## src/rtl/systolic_seq_ctrl_if.sv

```systemverilog
// systolic_seq_ctrl_if: command (start, k_len, abort) and array-control (busy, pe_clear, lane_valid, lane_k, capture, done) bundle
interface systolic_seq_ctrl_if #(parameter int N = 4, parameter int KW = 4);
  logic start;
  logic [KW-1:0] k_len;
  logic abort;
  logic busy;
  logic pe_clear;
  logic [N-1:0] lane_valid;
  logic [N*KW-1:0] lane_k;
  logic capture;
  logic done;
  modport master (output start, k_len, abort, input busy, pe_clear, lane_valid, lane_k, capture, done);
  modport slave (input start, k_len, abort, output busy, pe_clear, lane_valid, lane_k, capture, done);
endinterface

```

## src/rtl/systolic_seq_ctrl.sv

```systemverilog
// systolic_seq_ctrl: clear/skewed-feed/drain/capture sequencer for an NxN output-stationary array; ports clk, async active-low reset, bus (slave: start/k_len/abort in, busy/pe_clear/lane_valid/lane_k/capture/done out)
module systolic_seq_ctrl #(
  parameter int N = 4,
  parameter int KW = 4
) (
  input logic clk,
  input logic reset,
  systolic_seq_ctrl_if.slave bus
);
  localparam int TW = KW + $clog2(N) + 1;
  typedef enum logic [2:0] {IDLE, CLEAR, FEED, DRAIN, CAPTURE, DONE} state_t;
  state_t state;
  logic [TW-1:0] t, tn, t_last, d;
  logic [KW-1:0] k;
  logic [N-1:0] lv_n;
  logic [N*KW-1:0] lk_n;
  assign tn = state == CLEAR ? '0 : t + TW'(1);
  assign t_last = TW'(k) + TW'(N - 2);
  always_comb begin
    lv_n = '0;
    lk_n = '0;
    d = '0;
    for (int i = 0; i < N; i++) begin
      d = tn - TW'(i);
      lv_n[i] = tn >= TW'(i) && d < TW'(k);
      lk_n[i*KW +: KW] = lv_n[i] ? d[KW-1:0] : '0;
    end
  end
  always_ff @(posedge clk or negedge reset) begin
    if (!reset) begin
      state <= IDLE;
      t <= '0;
      k <= '0;
      bus.busy <= 1'b0;
      bus.pe_clear <= 1'b1;
      bus.lane_valid <= '0;
      bus.lane_k <= '0;
      bus.capture <= 1'b0;
      bus.done <= 1'b0;
    end else if (bus.abort && state != IDLE) begin
      state <= IDLE;
      t <= '0;
      bus.busy <= 1'b0;
      bus.pe_clear <= 1'b1;
      bus.lane_valid <= '0;
      bus.lane_k <= '0;
      bus.capture <= 1'b0;
      bus.done <= 1'b0;
    end else begin
      case (state)
        IDLE: if (bus.start) begin
          state <= CLEAR;
          k <= bus.k_len;
          bus.busy <= 1'b1;
        end
        CLEAR: begin
          t <= '0;
          bus.pe_clear <= 1'b0;
          state <= k != '0 ? FEED : CAPTURE;
          bus.capture <= k == '0;
          bus.lane_valid <= lv_n;
          bus.lane_k <= lk_n;
        end
        FEED: begin
          // lv_n is naturally all-zero once tn passes t_last, so the lanes close by themselves
          bus.lane_valid <= lv_n;
          bus.lane_k <= lk_n;
          t <= t == t_last ? '0 : tn;
          state <= t == t_last ? DRAIN : FEED;
        end
        DRAIN: begin
          t <= t + TW'(1);
          state <= t == TW'(N - 2) ? CAPTURE : DRAIN;
          bus.capture <= t == TW'(N - 2);
        end
        CAPTURE: begin
          bus.capture <= 1'b0;
          bus.done <= 1'b1;
          state <= DONE;
        end
        DONE: begin
          bus.done <= 1'b0;
          bus.busy <= 1'b0;
          bus.pe_clear <= 1'b1;
          state <= IDLE;
        end
        default: state <= IDLE;
      endcase
    end
  end
endmodule

```

## src/flat_wrapper.sv

```systemverilog
// flat-port wrapper written by rule: the top's interface ports become plain ports
module systolic_seq_ctrl_flat 
#(
  parameter int N = 4,
  parameter int KW = 4
)
  (clk, reset, bus_start, bus_k_len, bus_abort, bus_busy, bus_pe_clear, bus_lane_valid, bus_lane_k, bus_capture, bus_done);
  systolic_seq_ctrl_if #(.N(N), .KW(KW)) bus_i ();
  input logic clk;
  input logic reset;
  input wire logic [$bits(bus_i.start)-1:0] bus_start;
  input wire logic [$bits(bus_i.k_len)-1:0] bus_k_len;
  input wire logic [$bits(bus_i.abort)-1:0] bus_abort;
  output wire logic [$bits(bus_i.busy)-1:0] bus_busy;
  output wire logic [$bits(bus_i.pe_clear)-1:0] bus_pe_clear;
  output wire logic [$bits(bus_i.lane_valid)-1:0] bus_lane_valid;
  output wire logic [$bits(bus_i.lane_k)-1:0] bus_lane_k;
  output wire logic [$bits(bus_i.capture)-1:0] bus_capture;
  output wire logic [$bits(bus_i.done)-1:0] bus_done;
  assign bus_i.start = bus_start;
  assign bus_i.k_len = bus_k_len;
  assign bus_i.abort = bus_abort;
  assign bus_busy = bus_i.busy;
  assign bus_pe_clear = bus_i.pe_clear;
  assign bus_lane_valid = bus_i.lane_valid;
  assign bus_lane_k = bus_i.lane_k;
  assign bus_capture = bus_i.capture;
  assign bus_done = bus_i.done;
  systolic_seq_ctrl #(.N(N), .KW(KW)) u_core (.clk(clk), .reset(reset), .bus(bus_i));
endmodule
```

## config.mk

```make
export PLATFORM = sky130hd
export DESIGN_NAME = systolic_seq_ctrl_flat
export DESIGN_NICKNAME = d
export VERILOG_FILES = /design/src/rtl/systolic_seq_ctrl_if.sv /design/src/rtl/systolic_seq_ctrl.sv /design/src/flat_wrapper.sv
export SDC_FILE = /design/constraint.sdc
export NUM_CORES = 1
export LEC_CHECK = 0
export CAP_MARGIN = 5
export CELL_PAD_IN_SITES_DETAIL_PLACEMENT = 1
export CELL_PAD_IN_SITES_GLOBAL_PLACEMENT = 1
export CORE_MARGIN = 4
export CORE_UTILIZATION = 46
export DETAILED_ROUTE_END_ITERATION = 8
export GPL_ROUTABILITY_DRIVEN = 1
export PLACE_DENSITY = 0.85
export SETUP_SLACK_MARGIN = 0.15
export SYNTH_ARGS = -nofsm -noshare
export SYNTH_HDL_FRONTEND = slang
export SYNTH_SLANG_ARGS = --single-unit
```

## constraint.sdc

```tcl
create_clock -name clk -period 9.1 [get_ports clk]
set_input_delay 0.91 -clock clk [delete_from_list [all_inputs] [get_ports clk]]
set_output_delay 0.91 -clock clk [all_outputs]
set_load 0.01 [all_outputs]
```

==> results.toml <==
[outcome]
outcome = "finished clean"

[sta]
setup_viol_count_final = 0
drv_slew = 0
fin_setup_tns_ns = 0
rsz0062_at_grt = "false"
whs_ns = 0.484
maxSlewHeadroom_pct = 30.2
hold_viol_final = 0
period_share_pct = 40.6
fin_skew_ns = 0.00672
tightest_slew_ns = 1.04
max_freq_mhz = 271
layout_min_cycle_time_ns = 3.69

[cts]
cts_tree = "yes"
clk_path_buf_depth = 2
path_clk_slew_ns = 0.08
cts_hold_buf = 0
cts_resized = 0
post_cts_buffers = 0
clock_sinks = 38
htree_levels = 2
clock_latency_ns = 0.29
cts_buffers = 5
cts-root-buf = "clkbuf_8"

[power]
power_frac_seq_pct = 28.3
switchingPower_uw = 413
power_uw = 942
combPwrFrac_pct = 53.3
p_sw_share_pct = 43.8
p_int_uw = 530
p_per_area_nw_per_um2 = 308
vdd_drop_max_mv = 0.148
cellLeakagePower_uw = 0.00132
power_frac_clock_pct = 18.5

[worst_setup_path]
crit_slowest_cell = "dfrtp_1"
endpoint_kind = "flip-flop"
rr_worst_depth = 11
reg2reg_slack_ns = 5.41
worstPathArrival_ns = 3.89
crit_chain = "inv_1, ha_1, nor2_1, inv_1, ha_1, ha_1, a21o_1, a21o_1, a2111oi_0, nand4_1, o31ai_1"
rr_endpoint = "u_core.bus.lane_k[13]"
crit_buf_inv = 2
crit_type = "flip-flop to flip-flop"
crit_top_cell = "ha_1"
path_max_fanout = 12
startpoint_type = "flip-flop"
cpPeakStageDelay_ns = 0.55
cpLargestDelayFamily = "adder cells"
r2r_start = "u_core.t[0]"
cp.required_ns = 9.30

[floorplan]
core_sq_um = 5510
die_h_um = 83.3
fp.dieArea_sq_um = 6950
ios = 32
die_w_um = 83.3
initial_utilization_pct = 47.4
std_cell_rows = 27

[synthesis]
synth_area_leader_cell = "dfrtp_1"
netlist_area_sq_um = 2610
yosysTopAreaCellShare_pct = 35.5
synthArstFlopShare_pct = 100
yosys_warnings = 0
synth_cell_type_count = 55
syn_inst = 300
yosys-top-cells-area = "dfrtp_1, ha_1, o21ai_0, nand2_1, xnor2_1"
ys.flop_type = "dfrtp_1"
synth-edff-count = 0
syn_nets = 328
syn_area_per_cell_sq_um = 8.70
ys_seq_elements = 38
seq_area_frac_synth_pct = 36.5

[grt]
grt_max_degree = 39
grtUsageTotal_pct = 21.4
antenna_found_initial = 0
gr-total-overflow = 0
grt_pass1_vias = 2504
grt_first_pass_wirelength_mm = 12.2

[place]
place_congestion = 0.921
dp_hpwl_mm = 5.25
placed_area_sq_um = 2920
port_buffers = 31

[layout]
area_growth_pct = 17.2
diodes = 0
stdcell_area_sq_um = 3060
final_nets = 349
layout-drive-gt1-share_pct = 7.76

[min_path]
hold_class = "flip-flop to flip-flop"
holdCritStartpoint = "u_core.bus.lane_valid[0]"
hold_end = "u_core.bus.lane_valid[0]"
hold_depth = 1

[drt]
wl_mm = 7.16
wl_per_cell_um = 18.2
num_vias = 2315
dr.first_iter.drc_count = 146
ant_nets = 0
firstDrtPassIters = 4
avgViaCountPerCell = 5.88
drc_errors = 0

[flow_run]
maxCapViolCount = 0
layout make-up:
type                       instances  area (sq um)
fill                             652          2440
multi-input combinational        226          1500
sequential                        38           952
timing repair buffer              32           313
tap                               72          90.1
clock buffer                       5          68.8
clock inverter                     3          68.8
inverter                          18          67.6
cell usage after synthesis (2+ instances only):
cell type and number:
inv_1 17, a31oi_1 6, o221ai_1 2, clkbuf_1 7
o21ai_0 30, nand3b_1 2, nand2_2 2, nor2b_1 3
mux2i_1 3, a22o_1 6, o31ai_1 4, nor4_1 2
xnor2_1 9, o21ai_1 7, a21oi_1 14, xor2_1 6
nand2b_1 3, a31o_2 3, ha_1 20, buf_2 9
or3_1 2, nand2_1 38, a311oi_1 2, nor3b_1 2
a21o_1 4, nand3_1 8, dfrtp_1 37, nand4_1 3
nor2_1 17, nor3_1 6, and2_1 2
state kept, by name, indices dropped and copies added (netlist names):
signal and count:
u_core.k 4, u_core.bus.lane_valid 4, u_core.bus.lane_k 16, u_core.bus.capture 1, u_core.state 3, u_core.bus.done 1
u_core.bus.busy 1, u_core.t 7, u_core.bus.pe_clear 1
metal layers:
layer / GRT usage [%] / vias to the layer above / part of all wire, %
li1: - / 1099 / -
met1: 27.9 / 1164 / 47
met2: 36.2 / 40 / 48
met3: 3.77 / 12 / 2.6
met4: 6.24 / 0 / 1.9
met5: 0 / - / 0
cells by family (layout without fill, tap and decap cells):
logic type | after synthesis | count (layout) | share of synthesized area, %
AND/OR/NAND/NOR | 102 | 102 | 20.6
AO/OA/AOI/OAI | 84 | 84 | 19.8
flip-flops | 38 | 38 | 36.5
buffers and inverters | 36 | 58 | 6.04
adder cells (fa/ha/maj) | 20 | 20 | 9.58
XOR/XNOR | 15 | 15 | 5.03
multiplexers | 5 | 5 | 2.44
worst max path at each step:
stage | slack [ns] | cells past startpoint | to | from
final | 5.41 | 11 | u_core.bus.lane_k[13] | u_core.t[0]
after global routing | 5.07 | 11 | u_core.bus.lane_k[13] | u_core.t[0]
after CTS | 5.42 | 11 | u_core.bus.lane_k[13] | u_core.t[0]
after detailed placement | 5.46 | 11 | u_core.bus.lane_k[13] | u_core.t[0]
after global placement | 5.62 | 11 | u_core.bus.lane_k[12] | u_core.t[0]
after floorplan | 5.98 | 12 | u_core.bus.lane_k[13] | u_core.t[0]
layout by cell type, fill, tap and decap left out, types with 3 or more instances in the layout:
master,netlist,routed
clkbuf_8,0,5
clkdlybuf4s50_1,0,30
a21o_1,4,4
o21ai_0,30,29
a31oi_1,6,6
a21oi_1,14,14
nand4_1,3,3
inv_1,17,17
xor2_1,6,6
nand3_1,8,8
o21ai_1,7,8
nor2_1,17,17
ha_1,20,20
xnor2_1,9,9
a22o_1,6,6
nand2b_1,3,3
nand2_1,38,38
o31ai_1,4,4
dfrtp_1,37,37
mux2i_1,3,3
nor2b_1,3,3
nor3_1,6,6
a31o_2,3,3
power groups by stage:
stage          Clock, uW  Sequential, uW  Combinational (uW)
2_1_floorplan          0             251                 346
4_1_cts              177             265                 504
3_3_place_gp           0             264                 472
3_5_place_dp           0             267                 491
6_report             174             266                 502
5_1_grt              184             273                 561
metrics by stage:
step,utilization (%),worst slack [ns],instances
finish,55.6,5.41,394
global route,55.6,5.07,394
CTS,55.6,5.42,394
global placement,53.1,5.62,386
detailed placement,53.1,5.46,386
floorplan,-,5.98,300
(Power assumes the default switching activity.)
